==> config.mk <==
export PLATFORM = sky130hd
export DESIGN_NAME = ram_hex_display_flat
export DESIGN_NICKNAME = d
export VERILOG_FILES = /design/src/rtl/ram_hex_display_if.sv /design/src/rtl/ram_hex_display.sv /design/src/flat_wrapper.sv
export SDC_FILE = /design/constraint.sdc
export NUM_CORES = 1
export LEC_CHECK = 0
export BUFFER_PORTS_ARGS = -buffer_cell sky130_fd_sc_hd__buf_2
export CAP_MARGIN = 20
export CORE_MARGIN = 2
export CORE_UTILIZATION = 61
export DETAILED_ROUTE_END_ITERATION = 12
export GPL_TIMING_DRIVEN = 0
export HOLD_SLACK_MARGIN = 0.12
export PLACE_DENSITY_LB_ADDON = 0.3
export REMOVE_ABC_BUFFERS = 1
export SYNTH_ARGS = -nofsm -noshare
export SYNTH_HDL_FRONTEND = slang
export SYNTH_SLANG_ARGS = --single-unit
export TNS_END_PERCENT = 5
==> constraint.sdc <==
create_clock -name clk -period 3.6 [get_ports clk]
set_input_delay 0.18 -clock clk [delete_from_list [all_inputs] [get_ports clk]]
set_output_delay 0.18 -clock clk [all_outputs]
set_load 0.05 [all_outputs]
==> src/rtl/ram_hex_display_if.sv <==
// Bundle of the switch/RAM/HEX signals around the RAM-lab display front-end.
// Hex buses are packed per digit: [digit][segment], digit 0 = least significant nibble.
interface ram_hex_display_if #(
  parameter int ADDR_W = 5,
  parameter int DATA_W = 4
);
  localparam int ADDR_DIG = (ADDR_W + 3) / 4;
  localparam int DATA_DIG = (DATA_W + 3) / 4;

  logic                         scan_en;
  logic [ADDR_W-1:0]            man_addr;
  logic [DATA_W-1:0]            wr_data;
  logic [DATA_W-1:0]            rd_data;
  logic [ADDR_W-1:0]            rd_addr;
  logic                         step;
  logic [ADDR_DIG-1:0][6:0]     hex_addr;
  logic [DATA_DIG-1:0][6:0]     hex_wdata;
  logic [DATA_DIG-1:0][6:0]     hex_rdata;

  modport master (
    output scan_en, man_addr, wr_data, rd_data,
    input  rd_addr, step, hex_addr, hex_wdata, hex_rdata
  );

  modport slave (
    input  scan_en, man_addr, wr_data, rd_data,
    output rd_addr, step, hex_addr, hex_wdata, hex_rdata
  );
endinterface

==> src/rtl/ram_hex_display.sv <==
// RAM-lab display front-end: manual/scan read-address source plus active-low 7-segment encoders.
// Optional macro HEX_ZERO_BLANK_EN blanks leading-zero address digits (digit 0 always shown).
module ram_hex_display #(
  parameter int ADDR_W   = 5,
  parameter int DATA_W   = 4,
  parameter int TICK_DIV = 50_000_000
) (
  input logic              clk,
  input logic              reset_n,
  ram_hex_display_if.slave bus
);
  localparam int ADDR_DIG = (ADDR_W + 3) / 4;
  localparam int DATA_DIG = (DATA_W + 3) / 4;
  localparam int ADDR_PAD = ADDR_DIG * 4;
  localparam int DATA_PAD = DATA_DIG * 4;
  localparam int CNT_W    = $clog2(TICK_DIV);
  localparam logic [CNT_W-1:0] CNT_LAST  = CNT_W'(TICK_DIV - 1);
  localparam logic [6:0]       SEG_BLANK = 7'b1111111;

  if (TICK_DIV < 2) begin : g_bad_div
    $error("TICK_DIV must be at least 2");
  end

  function automatic logic [6:0] seg7(input logic [3:0] v);
    logic [6:0] s;
    case (v)
      4'h0: s = 7'b1000000;
      4'h1: s = 7'b1111001;
      4'h2: s = 7'b0100100;
      4'h3: s = 7'b0110000;
      4'h4: s = 7'b0011001;
      4'h5: s = 7'b0010010;
      4'h6: s = 7'b0000010;
      4'h7: s = 7'b1111000;
      4'h8: s = 7'b0000000;
      4'h9: s = 7'b0010000;
      4'hA: s = 7'b0001000;
      4'hB: s = 7'b0000011;
      4'hC: s = 7'b1000110;
      4'hD: s = 7'b0100001;
      4'hE: s = 7'b0000110;
      default: s = 7'b0001110;
    endcase
    return s;
  endfunction

  logic [CNT_W-1:0]         cnt_q;
  logic [ADDR_W-1:0]        rd_addr_q;
  logic                     step;
  logic [ADDR_PAD-1:0]      addr_pad;
  logic [DATA_PAD-1:0]      wdata_pad;
  logic [DATA_PAD-1:0]      rdata_pad;
  logic [ADDR_DIG-1:0][6:0] addr_seg;
  logic [DATA_DIG-1:0][6:0] wdata_seg;
  logic [DATA_DIG-1:0][6:0] rdata_seg;
  logic [ADDR_DIG-1:0][6:0] hex_addr_q;
  logic [DATA_DIG-1:0][6:0] hex_wdata_q;
  logic [DATA_DIG-1:0][6:0] hex_rdata_q;

  // step is gated by the live scan_en so a same-cycle drop to manual suppresses the increment
  assign step = bus.scan_en && (cnt_q == CNT_LAST);

  always_ff @(posedge clk or negedge reset_n) begin
    if (!reset_n) begin
      cnt_q <= '0;
    end else if (!bus.scan_en || cnt_q == CNT_LAST) begin
      cnt_q <= '0;
    end else begin
      cnt_q <= cnt_q + CNT_W'(1);
    end
  end

  always_ff @(posedge clk or negedge reset_n) begin
    if (!reset_n) begin
      rd_addr_q <= '0;
    end else if (!bus.scan_en) begin
      rd_addr_q <= bus.man_addr;
    end else if (step) begin
      rd_addr_q <= rd_addr_q + ADDR_W'(1);
    end
  end

  always_comb begin
    addr_pad  = '0;
    wdata_pad = '0;
    rdata_pad = '0;
    addr_pad[ADDR_W-1:0]  = rd_addr_q;
    wdata_pad[DATA_W-1:0] = bus.wr_data;
    rdata_pad[DATA_W-1:0] = bus.rd_data;
  end

`ifdef HEX_ZERO_BLANK_EN
  logic lead_zero;

  always_comb begin
    addr_seg  = '0;
    lead_zero = 1'b1;
    for (int i = ADDR_DIG - 1; i >= 0; i--) begin
      if (addr_pad[i*4 +: 4] != 4'h0) lead_zero = 1'b0;
      if (lead_zero && i != 0) addr_seg[i] = SEG_BLANK;
      else                     addr_seg[i] = seg7(addr_pad[i*4 +: 4]);
    end
  end
`else
  always_comb begin
    addr_seg = '0;
    for (int i = 0; i < ADDR_DIG; i++) begin
      addr_seg[i] = seg7(addr_pad[i*4 +: 4]);
    end
  end
`endif

  always_comb begin
    wdata_seg = '0;
    rdata_seg = '0;
    for (int i = 0; i < DATA_DIG; i++) begin
      wdata_seg[i] = seg7(wdata_pad[i*4 +: 4]);
      rdata_seg[i] = seg7(rdata_pad[i*4 +: 4]);
    end
  end

  always_ff @(posedge clk or negedge reset_n) begin
    if (!reset_n) begin
      hex_addr_q  <= {ADDR_DIG{SEG_BLANK}};
      hex_wdata_q <= {DATA_DIG{SEG_BLANK}};
      hex_rdata_q <= {DATA_DIG{SEG_BLANK}};
    end else begin
      hex_addr_q  <= addr_seg;
      hex_wdata_q <= wdata_seg;
      hex_rdata_q <= rdata_seg;
    end
  end

  assign bus.rd_addr   = rd_addr_q;
  assign bus.step      = step;
  assign bus.hex_addr  = hex_addr_q;
  assign bus.hex_wdata = hex_wdata_q;
  assign bus.hex_rdata = hex_rdata_q;
endmodule

==> src/flat_wrapper.sv <==
// flat-port wrapper written by rule: the top's interface ports become plain ports
module ram_hex_display_flat 
#(
  parameter int ADDR_W   = 5,
  parameter int DATA_W   = 4,
  parameter int TICK_DIV = 50_000_000
)
  (clk, reset_n, bus_scan_en, bus_man_addr, bus_wr_data, bus_rd_data, bus_rd_addr, bus_step, bus_hex_addr, bus_hex_wdata, bus_hex_rdata);
  ram_hex_display_if #(.ADDR_W(ADDR_W), .DATA_W(DATA_W)) bus_i ();
  input logic clk;
  input logic reset_n;
  input wire logic [$bits(bus_i.scan_en)-1:0] bus_scan_en;
  input wire logic [$bits(bus_i.man_addr)-1:0] bus_man_addr;
  input wire logic [$bits(bus_i.wr_data)-1:0] bus_wr_data;
  input wire logic [$bits(bus_i.rd_data)-1:0] bus_rd_data;
  output wire logic [$bits(bus_i.rd_addr)-1:0] bus_rd_addr;
  output wire logic [$bits(bus_i.step)-1:0] bus_step;
  output wire logic [$bits(bus_i.hex_addr)-1:0] bus_hex_addr;
  output wire logic [$bits(bus_i.hex_wdata)-1:0] bus_hex_wdata;
  output wire logic [$bits(bus_i.hex_rdata)-1:0] bus_hex_rdata;
  assign bus_i.scan_en = bus_scan_en;
  assign bus_i.man_addr = bus_man_addr;
  assign bus_i.wr_data = bus_wr_data;
  assign bus_i.rd_data = bus_rd_data;
  assign bus_rd_addr = bus_i.rd_addr;
  assign bus_step = bus_i.step;
  assign bus_hex_addr = bus_i.hex_addr;
  assign bus_hex_wdata = bus_i.hex_wdata;
  assign bus_hex_rdata = bus_i.hex_rdata;
  ram_hex_display #(.ADDR_W(ADDR_W), .DATA_W(DATA_W), .TICK_DIV(TICK_DIV)) u_core (.clk(clk), .reset_n(reset_n), .bus(bus_i));
endmodule
==> impl_metrics.py, run 1 <==
metrics = {
    "clocking": {
        "ctsHtreeMaxLevel": 2,
        "cts_tree": "built",
        "clk_latency_ns": 0.31,
        "root_buffer": "clkbuf_8",
        "cts_max_path_buffers": 2,
        "clk_pin_slew_ns": 0.10,
        "clock-sinks": 54,
        "cts_resized": 0,
        "postCtsSetupRepairBufs": 0,
        "cts_made_buffers": 5,
    },
    "drt": {
        "dr.pass1.iters": 4,
        "vias": 2482,
        "ant_nets": 0,
        "drtIter0Drc": 176,
        "via_per_inst": 5.80,
        "drc": 0,
        "routedWlPerCell_um": 13.8,
        "finalWirelength_um": 5890,
    },
    "die": {
        "die_area_um2": 5720,
        "row_count": 26,
        "floorplan.io_pins": 50,
        "core_area_um2": 5040,
        "die_width_um": 75.6,
        "fp.dieH_um": 75.6,
        "start_util_pct": 62.1,
    },
    "critical_path": {
        "arrival_ns": 2.49,
        "start_kind": "flip-flop",
        "cp_max_fo": 7,
        "crit_type": "reg2out",
        "path_cells": "ha_1 -> nor4bb_1 -> nand4b_1 -> nor3_1 -> buf_2",
        "cp_slowest_stage_delay_ns": 0.47,
        "cpMaxStageDelayCell": "nor4bb_1",
        "end_kind": "output pin",
        "rr_worst_depth": 6,
        "worst_ep_required_time_ns": 3.42,
    },
    "yosys": {
        "synth_adder_area_share_pct": 8.00,
        "synth-compound-area-share_pct": 11.2,
        "async_reset_ff_share_pct": 100,
        "syn_area_per_cell_um2": 9.97,
        "yosys.area_share.simple_pct": 21.8,
        "synth_top_family_by_area": "simple AND/OR/NAND/NOR gates",
        "ys_seq_area_share_pct": 44.1,
        "synth_edf_count": 0,
        "syn_inst": 314,
        "synth_mux_area_share_pct": 6.44,
        "synth_ff_type": "dfrtp_1",
        "synthesis.area_um2": 3130,
        "yosys_warnings": 0,
        "synth_cell_types": 47,
        "ys_ff_latch": 54,
        "synth-xor-area-share_pct": 3.36,
    },
    "timing": {
        "fin_setup_tns_ns": 0,
        "post-route-min-period_ns": 2.67,
        "grt_setup_unrepaired": "no",
        "final-setup-viol-count": 0,
        "drv_slew": 0,
        "fmax_mhz": 374,
        "skew_ns": 0.00844,
        "holdWs_ns": 0.129,
        "post-route-period-util_pct": 74.2,
        "tightest_slew_ns": 0.532,
        "hold_violations": 0,
        "slew_headroom_pct": 64.5,
    },
    "outcome": {
        "status": "completed",
    },
    "final_layout": {
        "nets": 393,
        "final_common_cell": "buf_2",
        "syn_to_final_growth_pct": 13.2,
        "stdcell_count": 428,
        "final_cell_mix": "buf_2, nor2_1, dfrtp_1",
        "antennaDiodeCount": 0,
        "layout-drive-gt1-share_pct": 27.1,
        "post-route-util_pct": 70.2,
    },
    "place": {
        "dp.cells": 415,
        "portBuffers": 48,
        "dpl.hpwl_um": 4330,
        "gp_congestion": 0.825,
    },
    "global_routing": {
        "grt_max_degree": 42,
        "busiest_layer": "met2",
        "globalRouteOverflowTotal": 0,
        "grt_use_total_pct": 22.3,
        "grtUsageMet2_pct": 38.7,
        "grt_pass1_vias": 2237,
        "antenna_found_initial": 0,
        "met3_usage_pct": 4.76,
        "grtUsageMet1_pct": 28.0,
        "grt_pass1_wl_um": 9750,
    },
    "pwr": {
        "peakVddDrop_v": 0.000226,
        "pwr_density_cell_nw_per_um2": 384,
        "p_leak_nw": 1.52,
    },
    "min_path": {
        "worst_hold_path_type": "in2reg",
        "whs_path_depth": 3,
    },
    "flow_run": {
        "maxCapViolCount": 0,
    },
}
[routing by layer]
layer	vias up	routed length [µm]
met5	-	0
met3	8	248
met1	1191	2610
met2	57	2960
met4	0	72
li1	1226	-
[power by group]
| part | switching (mW) | internal, mW | total, mW |
|---|---|---|---|
| logic | 0.240 | 0.0911 | 0.331 |
| clock network | 0.202 | 0.141 | 0.343 |
| registers | 0.0243 | 0.663 | 0.687 |
[repair_timing]
action,in CTS,in global routing
setup endpoints to repair,0,0
endpoints found under the hold margin,45,0
hold buffers,5,0
[layout make-up]
type	instances	area, µm²
sequential	54	1380
clock buffer	5	68.8
inverter	16	60.1
multi-input combinational	225	1600
clock inverter	3	22.5
timing repair buffer	55	322
fill	390	1500
tap	70	87.6
[path summary, 6_finish.rpt]
| check | to | start | slack, ns |
|---|---|---|---|
| max reg2reg | u_core.cnt_q[12] | u_core.cnt_q[0] | 1.11 |
| max | bus_step | u_core.cnt_q[0] | 0.93 |
| max in group asynchronous | u_core.bus.hex_wdata[4] | reset_n | 2.71 |
| min | u_core.bus.rd_addr[2] | bus_man_addr[2] | 0.13 |
| min in group asynchronous | u_core.cnt_q[4] | reset_n | 0.31 |
| min reg2reg | u_core.bus.hex_addr[11] | u_core.bus.rd_addr[4] | 0.44 |
[cells in the mapped netlist (10+ instances only)]
master,count,area share (%)
dfrtp_1,31,25
nor2_1,31,3.7
dfstp_2,23,19
ha_1,20,8.0
a21oi_1,16,2.6
nand3_1,16,2.6
inv_1,15,1.8
nand4_1,13,2.6
or4_1,12,2.9
clkbuf_1,10,1.2
mux2i_1,10,3.2
o21ai_0,10,1.6
o31ai_1,10,2.4
[state kept, by name (all words and copies together), names as in the netlist]
name / flops
u_core.bus.hex_addr: 9
u_core.bus.hex_rdata: 7
u_core.bus.hex_wdata: 7
u_core.bus.rd_addr: 5
u_core.cnt_q: 26
[per-stage QoR]
stage	setup WS (ns)	power [mW]	cell area, µm²
after global routing	0.764	1.43	3540
final	0.930	1.36	3540
after detailed placement	1.18	1.03	3400
after floorplan	1.12	0.935	3040
after CTS	0.980	1.37	3540
after global placement	0.541	1.01	3360
[worst max-delay path: cells and delay by family, from the launching register on]
family	cells	cell delay, ns
DFF	1	0.42
buffers and inverters	1	0.31
and+or+nand+nor	3	1.12
adders and majority gates	1	0.33
[cells by family after synthesis]
logic type	Yosys count
adders and majority gates	20
other	2
muxes	16
buffers and inverters	35
AOI/OAI and AO/OA	55
xor gates and xnor gates	12
and+or+nand+nor	120
DFF	54
(Power assumes the default switching activity.)
==> inputs of run 2 (changes only) <==
--- a/config.mk
+++ b/config.mk
@@ -5,10 +5,11 @@
 export SDC_FILE = /design/constraint.sdc
 export NUM_CORES = 1
 export LEC_CHECK = 0
+export ABC_AREA = 1
 export BUFFER_PORTS_ARGS = -buffer_cell sky130_fd_sc_hd__buf_2
 export CAP_MARGIN = 20
 export CORE_MARGIN = 2
-export CORE_UTILIZATION = 61
+export CORE_UTILIZATION = 52
 export DETAILED_ROUTE_END_ITERATION = 12
 export GPL_TIMING_DRIVEN = 0
 export HOLD_SLACK_MARGIN = 0.12
==> constraint.sdc (replaced) <==
create_clock -name clk -period 2.14 [get_ports clk]
set_input_delay 0.107 -clock clk [delete_from_list [all_inputs] [get_ports clk]]
set_output_delay 0.107 -clock clk [all_outputs]
set_load 0.05 [all_outputs]
==> run 2 against run 1 <==
Sequential cell count is the same. Combinational power grew 96%. Clock skew shrank 0.0052 ns. First-iteration DRC count shrank 23%. Register-to-register slack lost 0.67 ns. Design area grew 6.0%. Power grew 80%. Via count grew 13%. Clock power grew 79%. Sequential share of layout area shrank 2.2 points.
==> impl_metrics.py, run 2 <==
metrics = {
    "outcome": {
        "status": "completed",
    },
    "final_layout": {
        "layout-drive-gt1-share_pct": 21.8,
        "nets": 512,
        "largest_reg_flops": 26,
        "largest-register": "u_core.cnt_q",
        "syn_to_final_growth_pct": 14.0,
        "final_cell_mix": "nand2_1, nor2_1, buf_2",
        "antennaDiodeCount": 0,
        "stdcell_count": 552,
        "final_common_cell": "nand2_1",
        "num-fill-cells": 528,
    },
    "critical_path": {
        "worst_ep_required_time_ns": 2.03,
        "cpMaxStageDelayCell": "dfrtp_1",
        "rr_worst_depth": 7,
        "critPathTopFamily": "simple AND/OR/NAND/NOR gates",
        "end_kind": "output pin",
        "crit_buf_inv": 2,
        "cp_max_fo": 6,
        "start_kind": "flip-flop",
        "path_cells": "ha_1 -> nand3_2 -> inv_2 -> nand3_1 -> nor3_1 -> buf_2",
        "cp_slowest_stage_delay_ns": 0.45,
        "crit_type": "reg2out",
        "cp.depth": 6,
        "arrival_ns": 1.94,
    },
    "global_routing": {
        "grt_pass1_wl_um": 11900,
        "antenna_found_initial": 0,
        "globalRouteOverflowTotal": 0,
        "grt_pass1_vias": 2572,
        "grt_max_degree": 40,
        "grt_use_total_pct": 20.6,
    },
    "min_path": {
        "whs_path_depth": 3,
        "worst_hold_path_type": "in2reg",
    },
    "clocking": {
        "clk_pin_slew_ns": 0.10,
        "postCtsSetupRepairBufs": 0,
        "ctsHtreeMaxLevel": 2,
        "cts_max_path_buffers": 2,
        "clock-sinks": 54,
        "cts_resized": 0,
        "cts_made_buffers": 5,
        "cts_tree": "built",
        "root_buffer": "clkbuf_8",
        "holdBufCountCts": 11,
        "clk_latency_ns": 0.31,
    },
    "place": {
        "gp_congestion": 0.946,
        "dp.cells": 533,
        "dpl.hpwl_um": 5090,
        "portBuffers": 48,
    },
    "yosys": {
        "yosysTopAreaCell": "dfrtp_1",
        "yosys.area.top_type_share_pct": 23.5,
        "synth_ff_type": "dfrtp_1",
        "syn_inst": 422,
        "ys_seq_area_share_pct": 41.9,
        "ys_ff_latch": 54,
        "yosysMostFrequentCell": "nand2_1",
        "synth_cell_types": 37,
        "yosys-top-cells-count": "nand2_1, nor2_1, inv_1, dfrtp_1, nand3_1",
        "netlist_top_cells_area": "dfrtp_1, dfstp_2, nand2_1",
        "async_reset_ff_share_pct": 100,
        "yosys_warnings": 0,
        "synthesis.area_um2": 3290,
        "synth_edf_count": 0,
        "syn_area_per_cell_um2": 7.81,
    },
    "timing": {
        "post-route-min-period_ns": 2.04,
        "hold_violations": 0,
        "fin_setup_tns_ns": 0,
        "final-setup-viol-count": 0,
        "post-route-period-util_pct": 95.5,
        "drv_slew": 0,
        "skew_ns": 0.00321,
        "grt_setup_unrepaired": "no",
        "fmax_mhz": 490,
    },
    "drt": {
        "vias": 2803,
        "routedWlPerCell_um": 12.3,
        "via_per_inst": 5.08,
        "wl_met1_um": 3040,
        "ant_nets": 0,
        "drc": 0,
        "dr_wl_met3_um": 340,
        "dr_wl_met2_um": 3280,
        "top_layer": "met4",
        "drtIter0Drc": 136,
        "finalWirelength_um": 6770,
        "dr.pass1.iters": 5,
    },
    "pwr": {
        "pwr_density_cell_nw_per_um2": 652,
        "peakVddDrop_v": 0.000566,
        "p_leak_nw": 1.75,
    },
    "die": {
        "start_util_pct": 54.7,
        "die_area_um2": 6990,
        "core_area_um2": 6030,
        "die_width_um": 83.6,
        "fp.dieH_um": 83.6,
        "row_count": 28,
        "floorplan.io_pins": 50,
    },
    "flow_run": {
        "maxCapViolCount": 0,
    },
}
==> run 2: changes by cell type in the layout (fill, tap and decap cells not counted), moves of 8 or more <==
cell / delta
nand2_2: +8
nand2_1: +100
nand3_1: +12
nor2_1: +43
mux2i_1: -10
or4_1: -12
inv_1: +25
nand4_1: -12
==> run 2: area by class of cell <==
| cell class | count | area [µm²] | area share (%) |
|---|---|---|---|
| Sequential cell | 54 | 1380 | 36.8 |
| Tap cell | 75 | 93.8 | 2.50 |
| Timing Repair Buffer | 60 | 370 | 9.86 |
| Multi-Input combinational cell | 312 | 1650 | 44.0 |
| Clock inverter | 2 | 16.3 | 0.433 |
| Inverter | 43 | 161 | 4.30 |
| Clock buffer | 6 | 82.6 | 2.20 |
==> run 2: power breakdown <==
part	switching, mW	leakage, nW	internal [mW]	total [mW]
Combinational	0.491	1.04	0.159	0.650
Clock	0.348	0.0478	0.267	0.615
Sequential	0.0491	0.664	1.13	1.18
Total	0.888	1.75	1.56	2.45
==> run 2: layer usage <==
metal / vias to the layer above / GRT usage, %
li1: 1423 / -
met1: 1294 / 27.9
met2: 77 / 33.8
met3: 9 / 3.86
met4: 0 / 5.72
met5: - / 0
==> run 2: cells by family (layout without fill, tap and decap cells) <==
kind of cell	after synthesis	count (layout)	share of synthesized area, %
xor gates and xnor gates	15	15	3.99
adders and majority gates	20	20	7.60
buffers and inverters	56	111	8.01
other	2	2	0.228
AOI/OAI and AO/OA	40	40	7.18
DFF	54	54	41.9
and+or+nand+nor	235	235	31.1
==> run 2: per-stage QoR <==
| step | hold WS (ns) | utilization [%] | total power [mW] | instance area, µm² | setup slack [ns] |
|---|---|---|---|---|---|
| final | 0.124 | 62.3 | 2.45 | 3750 | 0.0972 |
| after global routing | 0.134 | 62.3 | 2.58 | 3750 | 0.0138 |
| after CTS | 0.121 | 62.3 | 2.48 | 3750 | 0.100 |
| after detailed placement | 0.0487 | 58.8 | 1.84 | 3550 | 0.457 |
| after global placement | 0.292 | 58.5 | 1.82 | 3530 | 0.493 |
| after floorplan | -0.189 | - | 1.67 | 3190 | 0.0948 |
==> run 2: worst reg2reg max path: cells and delay by family, from the launching register on <==
kind / cells / cell delay, ns
DFF: 1 / 0.45
adders and majority gates: 1 / 0.26
AOI/OAI and AO/OA: 1 / 0.18
and+or+nand+nor: 5 / 0.75
==> run 2: path summary, 6_finish.rpt <==
path	startpoint	to	slack (ns)
worst min register to register	u_core.bus.rd_addr[4]	u_core.bus.hex_addr[11]	0.45
max in group asynchronous	reset_n	u_core.bus.hex_wdata[0]	1.32
worst max-delay path	u_core.cnt_q[0]	bus_step	0.1
worst max register to register	u_core.cnt_q[0]	u_core.cnt_q[18]	0.44
worst min-delay path	bus_wr_data[1]	u_core.bus.hex_wdata[1]	0.12
min in group asynchronous	reset_n	u_core.cnt_q[14]	0.23
